**config.mk**
```make
export PLATFORM = sky130hd
export DESIGN_NAME = regfile_wb_arbiter_flat
export DESIGN_NICKNAME = d
export VERILOG_FILES = /design/src/rtl/regfile_wb_arbiter_if.sv /design/src/rtl/regfile_wb_arbiter.sv /design/src/flat_wrapper.sv
export SDC_FILE = /design/constraint.sdc
export NUM_CORES = 1
export LEC_CHECK = 0
export ABC_CLOCK_PERIOD_IN_PS = 5300
export BUFFER_PORTS_ARGS = -buffer_cell sky130_fd_sc_hd__buf_2
export CAP_MARGIN = 20
export CORE_MARGIN = 3
export CORE_UTILIZATION = 40
export CTS_CLUSTER_SIZE = 40
export DETAILED_ROUTE_END_ITERATION = 10
export PLACE_DENSITY = 0.79
export SLEW_MARGIN = 20
export SYNTH_ARGS = -nofsm -noshare
export SYNTH_HDL_FRONTEND = slang
export SYNTH_SLANG_ARGS = --single-unit
```
**constraint.sdc**
```tcl
create_clock -name i_clk -period 5.3 [get_ports i_clk]
set_input_delay 1.06 -clock i_clk [delete_from_list [all_inputs] [get_ports i_clk]]
set_output_delay 1.06 -clock i_clk [all_outputs]
set_load 0.05 [all_outputs]
```
**src/rtl/regfile_wb_arbiter_if.sv**
```systemverilog
// Writeback request, reservation, decode-hazard and register-file write signals
// shared between the execute/memory stages and the writeback arbiter.
interface regfile_wb_arbiter_if #(
    parameter int N = 32
);
    logic         alu_valid;
    logic [5:0]   alu_addr;
    logic [N-1:0] alu_data;
    logic         alu_ready;

    logic         mem_valid;
    logic [5:0]   mem_addr;
    logic [N-1:0] mem_data;
    logic         mem_ready;

    logic         rsv_valid;
    logic [5:0]   rsv_addr;
    logic         rsv_ready;

    logic [5:0]   rs1;
    logic [5:0]   rs2;
    logic         stall;
    logic [31:0]  busy;

    logic         regw;
    logic [5:0]   waddr;
    logic [N-1:0] wdata;

    modport master (
        output alu_valid, alu_addr, alu_data,
        input  alu_ready,
        output mem_valid, mem_addr, mem_data,
        input  mem_ready,
        output rsv_valid, rsv_addr,
        input  rsv_ready,
        output rs1, rs2,
        input  stall, busy,
        input  regw, waddr, wdata
    );

    modport slave (
        input  alu_valid, alu_addr, alu_data,
        output alu_ready,
        input  mem_valid, mem_addr, mem_data,
        output mem_ready,
        input  rsv_valid, rsv_addr,
        output rsv_ready,
        input  rs1, rs2,
        output stall, busy,
        output regw, waddr, wdata
    );
endinterface

```
**src/rtl/regfile_wb_arbiter.sv**
```systemverilog
// Round-robin share of the register-file write port between ALU and load writeback,
// with a registered write stage (1 cycle) and a pending-write scoreboard driving decode stall.
module regfile_wb_arbiter #(
    parameter int N = 32
) (
    input  logic              i_clk,
    input  logic              i_rst,
    regfile_wb_arbiter_if.slave bus
);
    typedef enum logic {
        LG_ALU = 1'b0,
        LG_MEM = 1'b1
    } grant_e;

    grant_e       r_last;
    grant_e       w_last_nxt;
    logic         w_gnt_alu;
    logic         w_gnt_mem;
    logic [5:0]   w_win_addr;
    logic [N-1:0] w_win_data;

    logic         r_regw;
    logic [5:0]   r_waddr;
    logic [N-1:0] r_wdata;

    logic [31:1]  r_pend;
    logic [31:0]  w_pend;
    logic [31:0]  w_set;
    logic [31:0]  w_clr;
    logic         w_rsv_ready;
    logic         w_unused_bits;

    always_ff @(posedge i_clk or posedge i_rst) begin
        if (i_rst) begin
            r_last <= LG_MEM;
        end else begin
            r_last <= w_last_nxt;
        end
    end

    // On a tie the requester that did not win last time gets the port.
    always_comb begin
        w_gnt_alu  = 1'b0;
        w_gnt_mem  = 1'b0;
        w_last_nxt = r_last;
        w_win_addr = bus.alu_addr;
        w_win_data = bus.alu_data;
        w_gnt_alu  = bus.alu_valid & (~bus.mem_valid | (r_last == LG_MEM));
        w_gnt_mem  = bus.mem_valid & ~w_gnt_alu;
        if (w_gnt_alu) begin
            w_last_nxt = LG_ALU;
        end else if (w_gnt_mem) begin
            w_last_nxt = LG_MEM;
            w_win_addr = bus.mem_addr;
            w_win_data = bus.mem_data;
        end
    end

    always_ff @(posedge i_clk or posedge i_rst) begin
        if (i_rst) begin
            r_regw  <= 1'b0;
            r_waddr <= '0;
            r_wdata <= '0;
        end else if (w_gnt_alu || w_gnt_mem) begin
            r_regw  <= (w_win_addr[4:0] != 5'd0);
            r_waddr <= w_win_addr;
            r_wdata <= w_win_data;
        end else begin
            r_regw  <= 1'b0;
        end
    end

    // x0 is never pending, so its slot is tied low rather than stored.
    always_comb begin
        w_pend      = {r_pend, 1'b0};
        w_rsv_ready = ~w_pend[bus.rsv_addr[4:0]];
        w_set       = '0;
        w_clr       = '0;
        if (bus.rsv_valid && w_rsv_ready && (bus.rsv_addr[4:0] != 5'd0)) begin
            w_set[bus.rsv_addr[4:0]] = 1'b1;
        end
        if (r_regw) begin
            w_clr[r_waddr[4:0]] = 1'b1;
        end
    end

    always_ff @(posedge i_clk or posedge i_rst) begin
        if (i_rst) begin
            r_pend <= '0;
        end else begin
            r_pend <= (r_pend & ~w_clr[31:1]) | w_set[31:1];
        end
    end

    assign bus.alu_ready = w_gnt_alu;
    assign bus.mem_ready = w_gnt_mem;
    assign bus.rsv_ready = w_rsv_ready;
    assign bus.busy      = w_pend;
    assign bus.stall     = (w_pend[bus.rs1[4:0]] & (bus.rs1[4:0] != 5'd0)) |
                           (w_pend[bus.rs2[4:0]] & (bus.rs2[4:0] != 5'd0));
    assign bus.regw      = r_regw;
    assign bus.waddr     = r_waddr;
    assign bus.wdata     = r_wdata;

    assign w_unused_bits = &{1'b0, bus.rsv_addr[5], bus.rs1[5], bus.rs2[5],
                             w_set[0], w_clr[0]};
endmodule
```
**src/flat_wrapper.sv**
```systemverilog
// flat-port wrapper written by rule: the top's interface ports become plain ports
module regfile_wb_arbiter_flat 
#(
    parameter int N = 32
)
  (i_clk, i_rst, bus_alu_valid, bus_alu_addr, bus_alu_data, bus_alu_ready, bus_mem_valid, bus_mem_addr, bus_mem_data, bus_mem_ready, bus_rsv_valid, bus_rsv_addr, bus_rsv_ready, bus_rs1, bus_rs2, bus_stall, bus_busy, bus_regw, bus_waddr, bus_wdata);
  regfile_wb_arbiter_if #(.N(N)) bus_i ();
  input  logic i_clk;
  input  logic i_rst;
  input wire logic [$bits(bus_i.alu_valid)-1:0] bus_alu_valid;
  input wire logic [$bits(bus_i.alu_addr)-1:0] bus_alu_addr;
  input wire logic [$bits(bus_i.alu_data)-1:0] bus_alu_data;
  output wire logic [$bits(bus_i.alu_ready)-1:0] bus_alu_ready;
  input wire logic [$bits(bus_i.mem_valid)-1:0] bus_mem_valid;
  input wire logic [$bits(bus_i.mem_addr)-1:0] bus_mem_addr;
  input wire logic [$bits(bus_i.mem_data)-1:0] bus_mem_data;
  output wire logic [$bits(bus_i.mem_ready)-1:0] bus_mem_ready;
  input wire logic [$bits(bus_i.rsv_valid)-1:0] bus_rsv_valid;
  input wire logic [$bits(bus_i.rsv_addr)-1:0] bus_rsv_addr;
  output wire logic [$bits(bus_i.rsv_ready)-1:0] bus_rsv_ready;
  input wire logic [$bits(bus_i.rs1)-1:0] bus_rs1;
  input wire logic [$bits(bus_i.rs2)-1:0] bus_rs2;
  output wire logic [$bits(bus_i.stall)-1:0] bus_stall;
  output wire logic [$bits(bus_i.busy)-1:0] bus_busy;
  output wire logic [$bits(bus_i.regw)-1:0] bus_regw;
  output wire logic [$bits(bus_i.waddr)-1:0] bus_waddr;
  output wire logic [$bits(bus_i.wdata)-1:0] bus_wdata;
  assign bus_i.alu_valid = bus_alu_valid;
  assign bus_i.alu_addr = bus_alu_addr;
  assign bus_i.alu_data = bus_alu_data;
  assign bus_alu_ready = bus_i.alu_ready;
  assign bus_i.mem_valid = bus_mem_valid;
  assign bus_i.mem_addr = bus_mem_addr;
  assign bus_i.mem_data = bus_mem_data;
  assign bus_mem_ready = bus_i.mem_ready;
  assign bus_i.rsv_valid = bus_rsv_valid;
  assign bus_i.rsv_addr = bus_rsv_addr;
  assign bus_rsv_ready = bus_i.rsv_ready;
  assign bus_i.rs1 = bus_rs1;
  assign bus_i.rs2 = bus_rs2;
  assign bus_stall = bus_i.stall;
  assign bus_busy = bus_i.busy;
  assign bus_regw = bus_i.regw;
  assign bus_waddr = bus_i.waddr;
  assign bus_wdata = bus_i.wdata;
  regfile_wb_arbiter #(.N(N)) u_core (.i_clk(i_clk), .i_rst(i_rst), .bus(bus_i));
endmodule
```
## Word level (Yosys, flattened, before mapping)

Index checks and enable logic that the tools add are counted.

| cells by class | value |
|---|---|
| eq/ne operators | 0 |
| $add $sub $neg | 0 |
| divide/modulo/power cells | 0 |
| shift-type cells | 0 |
| $mul | 0 |
| magnitude comparators | 6 |
| bitwise gates (word level) | 12 |
| mux-type cells | 19 |
| reductions and logical operators | 10 |

Operators with widths:

| operator | count |
|---|---|
| 2-to-1 mux 32 bit | 4 |
| bitwise AND 31 bit | 1 |
| inverter 31 bit | 1 |
| OR 31 bit | 1 |
| < comparator 5 x 6 -> 1 bit, second input constant | 4 |
| nonzero test 5 bit | 4 |
| binary-select mux 1 bit (select 5 bit) | 3 |
| 2-to-1 mux 6 bit | 2 |
| demux 1 bit (select 5 bit) | 2 |
| greater-or-equal comparator 5 x 1 -> 1 bit, second input constant | 2 |
| 2-to-1 mux 1 bit | 8 |
| bitwise AND 1 bit | 4 |
| logical AND 1 bit | 4 |
| inverter 1 bit | 3 |
| OR 1 bit | 2 |
| nonzero test 2 bit | 1 |
| logical OR 1 bit | 1 |

| word-level totals | value |
|---|---|
| memories | 0 |
| word-level logic and storage cells | 52 |
| bits in read-only memories | 0 |
| bits in latches | 0 |
| register bits after elaboration | 71 |
| bits in writable memories | 0 |
| output and inout port bits | 75 |

## Logic depth before layout (Yosys ltp)

Gate-level depths: netlist (run 1).

| depth | value |
|---|---|
| depth after elaboration | 9 |
| depth in mapped cells | 6 |
| gate-level depth less buffers | 5 |

## Least setup slack after synthesis (run 1)

OpenSTA, ideal clock, no wires.

| timing path | value |
|---|---|
| path type | input-to-output |
| from | input port bus_rsv_addr[0] |
| to | output port bus_rsv_ready |
| data arrival time | 3,268 ps |
| stages on the path | 5 |
| buffers on the path | 1 |
| setup slack | 972 ps |
| required time | 4,240 ps |
| cell sequence | buf_6 -> mux4_2 -> a32oi_1 -> o2111ai_1 -> a221oi_1 |

| on the way | value |
|---|---|
| cells in the longest elaborated chain, start to end | 3 |

Ends and longest elaborated chain:

| what | RTL line | source |
|---|---|---|
| start: declaration | flat_wrapper.sv:19 | `input wire logic [$bits(bus_i.rsv_addr)-1:0] bus_rsv_addr;` |
| binary-select mux 1 bit (select 5 bit) | regfile_wb_arbiter.sv:76 | `w_rsv_ready = ~w_pend[bus.rsv_addr[4:0]];` |
| 2-to-1 mux 1 bit (not written as such) | regfile_wb_arbiter.sv:76 |  |
| inverter 1 bit | regfile_wb_arbiter.sv:76 |  |
| end: declaration | flat_wrapper.sv:20 | `output wire logic [$bits(bus_i.rsv_ready)-1:0] bus_rsv_ready;` |

Every way passes these cells. The select of a mux whose other input is x is not followed.

## Final worst setup path (run 1)

Same ends and word-level chain as after synthesis.

==> impl_metrics.yaml, run 1 <==
synthesis:
  synth-seq-cells: 71
  avgSynthCellArea_um2: 10.3
  syn_area_mm2: 0.00398
  synthCells: 385
  synth_edf_count: 0
  synth_nets: 484
  ys_async_sr_fraction_pct: 100
  synth_cell_types: 41
  ys_seq_area_share_pct: 44.6
  ys_warn_count: 0
  ys.flop_type: "dfrtp_1"
floorplan:
  rows: 35
  initial_core_util_pct: 42.1
  die_area_mm2: 0.0112
  pin_count: 174
  die_w_um: 106
  dieHeight_um: 106
  core-area_mm2: 0.00946
cts:
  h-tree-depth: 3
  cts_buffers: 9
  worst_skew_pair.late_latency_ns: 0.34
  postCtsResizedCells: 0
  cts_sinks: 71
  root_buffer: "clkbuf_8"
  cts_hold_buf: 0
  cts_tree: "built"
  path_clk_slew_ns: 0.07
  clockBufferDepth: 2
  post-cts-setup-buffer-count: 0
finish:
  most-common-layout-cells: "buf_2, dfrtp_1, o21ai_0, mux2i_1, nor2_1"
  final_net_count: 640
  multi_input_comb_area_mm2: 0.00207
  area_growth_pct: 28.6
  fin_util_pct: 54.2
  antenna_cells: 0
  register_area_mm2: 0.00178
  fill_cells: 850
  layout-drive-gt1-share_pct: 39.4
  layout_commonest_cell: "buf_2"
sta:
  finalSetupTns_ns: 0
  clock_skew_ns: 0.00978
  fin_crit_sh_pct: 79.0
  setup_viol: 0
  max_freq_ghz: 0.239
  slew_headroom_pct: 40.8
  slew_viol_final: 0
  setup_ws_ns: 1.11
  rsz0062_at_grt: "false"
  tightestPinTransition_ns: 0.888
  hold_viol: 0
  min_period_ns: 4.19
worst_setup_path:
  path_class: "in2out"
  crit_required_ns: 4.24
  path_cells: "buf_2 -> mux4_1 -> a22oi_1 -> o2111ai_1 -> a221oi_1 -> buf_2"
  worstPathArrival_ns: 3.13
  critical_path.max_stage_delay_ns: 0.62
  cp_common_cell: "buf_2"
  start_kind: "input pin"
  critPathCaptureType: "output pin"
  critPathMaxFanout: 13
  cp_slowest_cell: "mux4_1"
power_and_ir_drop:
  power_density_mw_per_mm2: 521
  p_clk_share_pct: 17.8
  finalPower_mw: 2.67
  swShare_pct: 48.9
  internal_power_mw: 1.36
  power.leakage_nw: 2.33
  ir_drop_v: 0.000255
  p_comb_share_pct: 47.9
  seqPwrFrac_pct: 34.2
  p_sw_mw: 1.30
placed_design:
  dp_slack_ns: 1.14
  dp_hpwl_um: 8720
  gp_congestion: 0.915
  io_buffers: 169
run_status:
  status: "completed"
global_routing:
  antenna_found_initial: 0
  grt_max_degree: 72
  grt_pass1_vias: 3702
  grtUsageTotal_pct: 20.9
  grt_pass1_wl_um: 18700
  overflow: 0
worst_hold_path:
  hp-class: "reg2reg"
drt:
  avgRoutedWirePerCell_um: 17.4
  drt_iter0_drc: 228
  dr.pass1.iters: 5
  vias_per_cell: 5.68
  drtAntennaViolNets: 0
  drcViolationCount: 0
  drt_wl_total_um: 11700
  num_vias: 3828
flow_run:
  drv_cap: 0
[worst max-delay path, delay by kind of cell]
family,cells,cell delay (ns)
AO/OA/AOI/OAI,3,0.84
buffers and inverters,2,0.61
multiplexers,1,0.62
[flip-flops by register name, summed over array words and instances, names as in the netlist]
name	flops
u_core.r_pend	31
u_core.bus.wdata	32
u_core.bus.regw	1
u_core.r_last	1
u_core.bus.waddr	6
[worst paths after layout]
kind                                              from                               end  slack (ns)  depth (start not counted)
hold / removal               u_core.r_last$_DFFE_PP1P_         u_core.r_last$_DFFE_PP1P_        0.49                          2
max in group asynchronous                        i_rst   u_core.bus.wdata[1]$_DFFE_PP0P_        3.74                          3
setup / recovery                       bus_rsv_addr[0]                     bus_rsv_ready        1.11                          6
hold reg to reg              u_core.r_last$_DFFE_PP1P_         u_core.r_last$_DFFE_PP1P_        0.49                          2
min in group asynchronous                        i_rst  u_core.bus.wdata[24]$_DFFE_PP0P_        0.97                          3
setup reg to reg           u_core.r_pend[11]$_DFF_PP0_       u_core.r_pend[24]$_DFF_PP0_        3.15                          5
[power groups by stage]
| stage | Sequential, mW | Clock, mW | Combinational (mW) |
|---|---|---|---|
| floorplan | 1.41 | 0 | 0.419 |
| global route | 0.936 | 0.511 | 1.35 |
| global placement | 0.896 | 0 | 1.25 |
| CTS | 0.905 | 0.484 | 1.28 |
| detailed placement | 0.911 | 0 | 1.28 |
| finish | 0.913 | 0.476 | 1.28 |
[final cells by class]
class / instances / area share (%)
multi-input cells: 281 / 40.4
clock inverters: 5 / 1.61
inverters: 6 / 0.440
repair buffers: 172 / 17.0
clock buffers: 10 / 2.69
flip-flops and latches: 71 / 34.7
well taps: 129 / 3.15
[cells by family after synthesis]
logic type             count (synthesis)  share of synthesized area (%)
AO/OA/AOI/OAI                        118                           15.9
AND/OR/NAND/NOR                       95                           12.2
flip-flops                            71                           44.6
multiplexers                          67                           23.8
buffers and inverters                 33                           3.42
other                                  1                         0.0941
[metrics by stage]
stage,area (um2),instances,hold WS (ns)
detailed placement,4900,659,0.487
global placement,4900,659,0.481
finish,5120,674,0.493
floorplan,3980,385,0.471
global route,5120,674,0.528
CTS,5120,674,0.500
[metal layers]
layer	global-route usage (%)	part of all wire (%)	up-vias	wire length [um]
li1	-	-	1730	-
met4	6.57	1.4	0	163
met5	0	0	-	0
met2	35.2	49	237	5780
met1	26.4	39	1844	4530
met3	5.02	11	17	1280
[Yosys cell counts, types with 2 or more instances]
library cell / n / area (um2)
or4_1: 3 / 22.5
a31oi_1: 2 / 12.5
nand3b_1: 11 / 82.6
o21ai_0: 65 / 325
nor2_1: 42 / 158
mux4_1: 3 / 78.8
mux2_2: 2 / 22.5
or2_1: 3 / 18.8
buf_1: 3 / 11.3
mux2i_1: 44 / 440
a21oi_1: 41 / 205
nor2b_1: 3 / 18.8
inv_1: 6 / 22.5
nor3b_1: 2 / 15.0
mux4_2: 18 / 405
nand2_1: 11 / 41.3
o211ai_1: 2 / 15.0
nand3_1: 4 / 20.0
or3b_2: 3 / 26.3
nand2b_1: 5 / 31.3
clkbuf_1: 21 / 78.8
dfrtp_1: 70 / 1750
nor3_1: 3 / 15.0
(Power assumes the default switching activity.)
==> run 2: changes to the inputs <==
--- a/config.mk
+++ b/config.mk
@@ -5,14 +5,15 @@
 export SDC_FILE = /design/constraint.sdc
 export NUM_CORES = 1
 export LEC_CHECK = 0
-export ABC_CLOCK_PERIOD_IN_PS = 5300
+export ABC_AREA = 1
+export ABC_CLOCK_PERIOD_IN_PS = 3600
 export BUFFER_PORTS_ARGS = -buffer_cell sky130_fd_sc_hd__buf_2
 export CAP_MARGIN = 20
 export CORE_MARGIN = 3
 export CORE_UTILIZATION = 40
 export CTS_CLUSTER_SIZE = 40
 export DETAILED_ROUTE_END_ITERATION = 10
-export PLACE_DENSITY = 0.79
+export PLACE_DENSITY = 0.8
 export SLEW_MARGIN = 20
 export SYNTH_ARGS = -nofsm -noshare
 export SYNTH_HDL_FRONTEND = slang
==> constraint.sdc (replaced) <==
create_clock -name i_clk -period 3.6 [get_ports i_clk]
set_input_delay 0.72 -clock i_clk [delete_from_list [all_inputs] [get_ports i_clk]]
set_output_delay 0.72 -clock i_clk [all_outputs]
set_load 0.05 [all_outputs]
==> run 2 against run 1 <==
Against the previous run:
- global-route usage increased by 1.1 points
- hold slack got worse by 0.021 ns
- clock skew shrank 0.0011 ns
==> impl_metrics.yaml, run 2 <==
sta:
  min_period_ns: 2.77
  clock_skew_ns: 0.00871
  setup_ws_ns: 0.826
  setup_viol: 0
  finalSetupTns_ns: 0
  hold_viol: 0
  tightestPinTransition_ns: 0.659
  rsz0062_at_grt: "false"
  fin_crit_sh_pct: 77.1
  slew_headroom_pct: 56.1
  max_freq_ghz: 0.360
  slew_viol_final: 0
global_routing:
  grt_pass1_vias: 4588
  grt_pass1_wl_um: 22300
  grtUsageTotal_pct: 21.9
  overflow: 0
  antenna_found_initial: 0
  grt_max_degree: 55
synthesis:
  synthCells: 652
  synth_nets: 751
  synth_area_leaders: "dfrtp_1, nand2_1, nand3_1"
  synth_cell_types: 27
  ys_async_sr_fraction_pct: 100
  synth_top_cell_area_share_pct: 39.7
  post-synth-top-count-cell: "nand2_1"
  ys_seq_area_share_pct: 40.3
  avgSynthCellArea_um2: 6.76
  synth.largest_area_cell: "dfrtp_1"
  yosys-top-cells-count: "nand2_1, nand3_1, dfrtp_1"
  ys.flop_type: "dfrtp_1"
  syn_area_mm2: 0.00441
  synth-seq-cells: 71
  ys_warn_count: 0
  synth_edf_count: 0
finish:
  most-common-layout-cells: "nand2_1, buf_2, nand3_1, dfrtp_1, o21ai_0"
  fin_util_pct: 53.1
  largest_reg_flops: 32
  layout_commonest_cell: "nand2_1"
  layout-drive-gt1-share_pct: 27.2
  fill_cells: 1037
  area_growth_pct: 26.6
  antenna_cells: 0
  final_net_count: 910
cts:
  root_buffer: "clkbuf_8"
  post-cts-setup-buffer-count: 0
  cts_buffers: 9
  cts_tree: "built"
  worst_skew_pair.late_latency_ns: 0.35
  clockBufferDepth: 2
  cts_hold_buf: 0
  postCtsResizedCells: 0
  cts_sinks: 71
  path_clk_slew_ns: 0.08
  h-tree-depth: 3
worst_setup_path:
  path_class: "in2out"
  r2r_cells: 8
  critPathCaptureType: "output pin"
  ff2ff_setup_slack_ns: 1.76
  r2r-end: "u_core.bus.regw$_DFF_PP0_"
  critPathMaxFanout: 18
  timing.rr.start: "u_core.r_last$_DFFE_PP1P_"
  crit_required_ns: 2.88
  start_kind: "input pin"
  worstPathArrival_ns: 2.05
power_and_ir_drop:
  swShare_pct: 51.4
  p_clk_share_pct: 19.7
  p_comb_share_pct: 46.7
  ir_drop_v: 0.000409
  p_sw_mw: 2.06
  seqPwrFrac_pct: 33.7
  power.leakage_nw: 2.96
  internal_power_mw: 1.94
  power_density_mw_per_mm2: 716
placed_design:
  dp_slack_ns: 0.840
  io_buffers: 169
  gp_congestion: 0.952
  dp_hpwl_um: 10500
floorplan:
  die_area_mm2: 0.0123
  die_w_um: 111
  core-area_mm2: 0.0105
  dieHeight_um: 111
  rows: 37
  initial_core_util_pct: 42.0
  pin_count: 174
drt:
  drtAntennaViolNets: 0
  drt_iter0_drc: 446
  drt_wl_total_um: 13400
  vias_per_cell: 5.07
  dr.pass1.iters: 6
  drcViolationCount: 0
  num_vias: 4826
  avgRoutedWirePerCell_um: 14.1
flow_run:
  drv_cap: 0
run_status:
  status: "completed"
worst_hold_path:
  hp-class: "in2async"
run 2: cell type report:
class | instances | area (um2) | share of cell area [%]
Sequential cell | 71 | 1780 | 31.8
Clock buffer | 10 | 128 | 2.29
Timing Repair Buffer | 176 | 911 | 16.3
Tap cell | 136 | 170 | 3.05
Multi-Input combinational cell | 500 | 2280 | 40.8
Inverter | 53 | 204 | 3.65
Clock inverter | 6 | 116 | 2.08
run 2: cells by family after synthesis:
group,Yosys count,synth area share (%)
buffers and inverters,81,8.11
muxes,2,0.454
and+or+nand+nor,421,41.7
AOI/OAI and AO/OA,76,9.30
other,1,0.0850
DFF,71,40.3
run 2: how the worst max path moves through the flow:
stage	startpoint	to	slack, ns
6_report	bus_rsv_addr[0]	bus_rsv_ready	0.83
5_1_grt	bus_rs2[0]	bus_stall	0.58
4_1_cts	bus_rsv_addr[0]	bus_rsv_ready	0.84
3_5_place_dp	bus_rsv_addr[0]	bus_rsv_ready	0.84
3_3_place_gp	bus_rsv_addr[0]	bus_rsv_ready	0.84
2_1_floorplan	bus_rs1[0]	bus_stall	0.89
run 2: per-stage QoR:
step           cells  hold WS, ns  total power [mW]  instance area, um2
6_report         952        0.472              4.00                5580
3_3_place_gp     936        0.462              3.20                5340
3_5_place_dp     936        0.466              3.23                5340
4_1_cts          952        0.487              4.01                5580
2_1_floorplan    652        0.471              2.67                4410
5_1_grt          952        0.497              4.23                5580
run 2: power by group through the flow:
| stage | sequential (mW) | clock [mW] | combinational (mW) |
|---|---|---|---|
| final | 1.35 | 0.786 | 1.87 |
| after global routing | 1.39 | 0.825 | 2.02 |
| after CTS | 1.34 | 0.794 | 1.88 |
| after detailed placement | 1.35 | 0 | 1.88 |
| after global placement | 1.35 | 0 | 1.85 |
| after floorplan | 2.06 | 0 | 0.610 |
run 2: worst max-delay path, cell delays in order:
cell and delay [ns]:
buf_2 0.28, inv_4 0.15, nor2_1 0.18, nand2_1 0.07, nand3_1 0.07, nand2_1 0.06
nand2_1 0.08, nor2_1 0.05, nand2_2 0.09, inv_1 0.07, buf_2 0.21
run 2: routing by layer:
metal,track usage [%],wire (um),part of all wire (%),vias to the layer above
met5,0,0,0,-
met4,7.31,208,1.5,0
met3,3.88,1280,9.5,18
met2,36.4,6400,48,242
met1,29.0,5540,41,2151
li1,-,-,-,2415
==> run 3: changes to the inputs <==
--- a/config.mk
+++ b/config.mk
@@ -6,7 +6,7 @@
 export NUM_CORES = 1
 export LEC_CHECK = 0
 export ABC_AREA = 1
-export ABC_CLOCK_PERIOD_IN_PS = 3600
+export ABC_CLOCK_PERIOD_IN_PS = 2500
 export BUFFER_PORTS_ARGS = -buffer_cell sky130_fd_sc_hd__buf_2
 export CAP_MARGIN = 20
 export CORE_MARGIN = 3
==> constraint.sdc (replaced) <==
create_clock -name i_clk -period 2.5 [get_ports i_clk]
set_input_delay 0.5 -clock i_clk [delete_from_list [all_inputs] [get_ports i_clk]]
set_output_delay 0.5 -clock i_clk [all_outputs]
set_load 0.05 [all_outputs]
==> run 3 against run 2 <==
Against the previous run:
- non-clock buffer count up 3
- hold slack worse by 0.41 ns
- register-to-register slack worse by 1.1 ns
- sequential share of layout area about the same
- via count up 0.68%
- flip-flop and latch count unchanged
- wire length down 1.1%
- critical path depth up 1
- combinational power up 45%
- global-route usage down 0.73 points
- largest cell class unchanged
- highest routed layer unchanged
==> impl_metrics.yaml, run 3 (synthesized netlist as in run 2, its figures left out) <==
drt:
  num_vias: 4859
  drcViolationCount: 0
  drtAntennaViolNets: 0
  drt_wl_total_um: 13300
  drt_iter0_drc: 411
  dr.pass1.iters: 5
  vias_per_cell: 5.09
  avgRoutedWirePerCell_um: 13.9
finish:
  final_net_count: 913
  most-common-layout-cells: "nand2_1, buf_2, nand3_1, dfrtp_1, o21ai_0"
  multi_input_comb_area_mm2: 0.00228
  register_area_mm2: 0.00178
  largest_reg_flops: 32
  layout-drive-gt1-share_pct: 27.5
  fill_cells: 1026
  area_growth_pct: 26.8
  antenna_cells: 0
  layout_commonest_cell: "nand2_1"
floorplan:
  initial_core_util_pct: 42.0
  core-area_mm2: 0.0105
  die_area_mm2: 0.0123
  die_w_um: 111
  dieHeight_um: 111
  pin_count: 174
  rows: 37
cts:
  h-tree-depth: 3
  path_clk_slew_ns: 0.07
  post-cts-setup-buffer-count: 0
  cts_buffers: 9
  cts_sinks: 71
  cts_tree: "built"
  root_buffer: "clkbuf_8"
  worst_skew_pair.late_latency_ns: 0.35
  postCtsResizedCells: 0
  cts_hold_buf: 0
  clockBufferDepth: 2
worst_setup_path:
  start_kind: "input pin"
  cp-endpoint: "bus_stall"
  worstPathArrival_ns: 1.76
  ff2ff_setup_slack_ns: 0.64
  critPathCaptureType: "output pin"
  crit_start: "bus_rs2[2]"
  critPathMaxFanout: 5
  r2r_cells: 8
  path_class: "in2out"
  crit_required_ns: 2.00
  r2r-end: "u_core.bus.regw$_DFF_PP0_"
  timing.rr.start: "u_core.r_last$_DFFE_PP1P_"
sta:
  max_freq_ghz: 0.443
  hold_viol: 0
  min_period_ns: 2.26
  slew_viol_final: 0
  rsz0062_at_grt: "false"
  fin_crit_sh_pct: 90.4
  setup_ws_ns: 0.241
  clock_skew_ns: 0.00630
  finalSetupTns_ns: 0
  setup_viol: 0
power_and_ir_drop:
  seqPwrFrac_pct: 35.0
  ir_drop_v: 0.000563
  swShare_pct: 53.0
  internal_power_mw: 2.60
  p_sw_mw: 2.93
  p_clk_share_pct: 16.0
  power_density_mw_per_mm2: 988
  finalPower_mw: 5.53
  power.leakage_nw: 2.95
  p_comb_share_pct: 49.0
global_routing:
  grt_pass1_vias: 4281
  antenna_found_initial: 0
  grt_max_degree: 41
  grtUsageTotal_pct: 21.2
  overflow: 0
  grt_pass1_wl_um: 21400
worst_hold_path:
  hp-class: "in2async"
placed_design:
  dp_slack_ns: 0.188
  gp_congestion: 0.946
  io_buffers: 169
  dp_hpwl_um: 10400
run_status:
  status: "completed"
flow_run:
  drv_cap: 0
run 3: changes by cell type in the layout (fill, tap and decap cells not counted), sizes merged:
| cell | previous run | this run |
|---|---|---|
| clkbuf | 10 | 12 |
| inv | 55 | 53 |
| bufinv | 3 | 1 |
| clkinvlp | 0 | 3 |
| clkinv | 1 | 2 |
run 3: worst max-delay path, stage by stage:
cell,delay (ns)
buf_2,0.13
inv_1,0.10
nor2_1,0.20
inv_1,0.08
o21ai_0,0.16
nand2_1,0.08
nand3_1,0.07
nand3_1,0.06
nand2_1,0.08
inv_1,0.04
nand2_1,0.05
clkbuf_4,0.22
run 3: stage by stage:
stage	util (%)	hold slack, ns	area (um2)	cells
4_1_cts	53.1	0.0559	5580	954
3_3_place_gp	51.4	0.433	5400	939
5_1_grt	53.2	0.0601	5590	954
2_1_floorplan	-	0.471	4410	652
3_5_place_dp	51.4	0.434	5400	939
6_report	53.2	0.0626	5590	954
run 3: worst min-delay path by stage:
stage | depth (start not counted) | slack (ns) | to | startpoint
floorplan | 2 | 0.47 | u_core.r_last$_DFFE_PP1P_ | u_core.r_last$_DFFE_PP1P_
global placement | 2 | 0.43 | u_core.r_pend[9]$_DFF_PP0_ | i_rst
detailed placement | 2 | 0.43 | u_core.r_pend[9]$_DFF_PP0_ | i_rst
CTS | 2 | 0.06 | u_core.r_pend[3]$_DFF_PP0_ | i_rst
global route | 2 | 0.06 | u_core.r_pend[2]$_DFF_PP0_ | i_rst
finish | 2 | 0.06 | u_core.r_pend[1]$_DFF_PP0_ | i_rst
run 3: power groups by stage:
stage	Sequential, mW	Clock, mW	Combinational [mW]
after global routing	1.98	0.953	2.92
after detailed placement	1.94	0	2.72
after floorplan	2.97	0	0.879
after global placement	1.94	0	2.69
final	1.93	0.885	2.71
after CTS	1.92	0.908	2.72
run 3: per-layer routing:
layer / vias up / track usage [%] / wire [um]
met1: 2184 / 28.3 / 5600
li1: 2430 / - / -
met3: 23 / 4.37 / 1170
met5: - / 0 / 0
met2: 222 / 34.4 / 6260
met4: 0 / 7.06 / 251
run 3: area by class of cell:
class	instances	area share (%)
inverter	53	3.60
multi-input combinational	500	40.7
clock buffer	9	2.22
timing repair buffer	179	17.5
clock inverter	6	1.12
sequential	71	31.8
tap	136	3.04
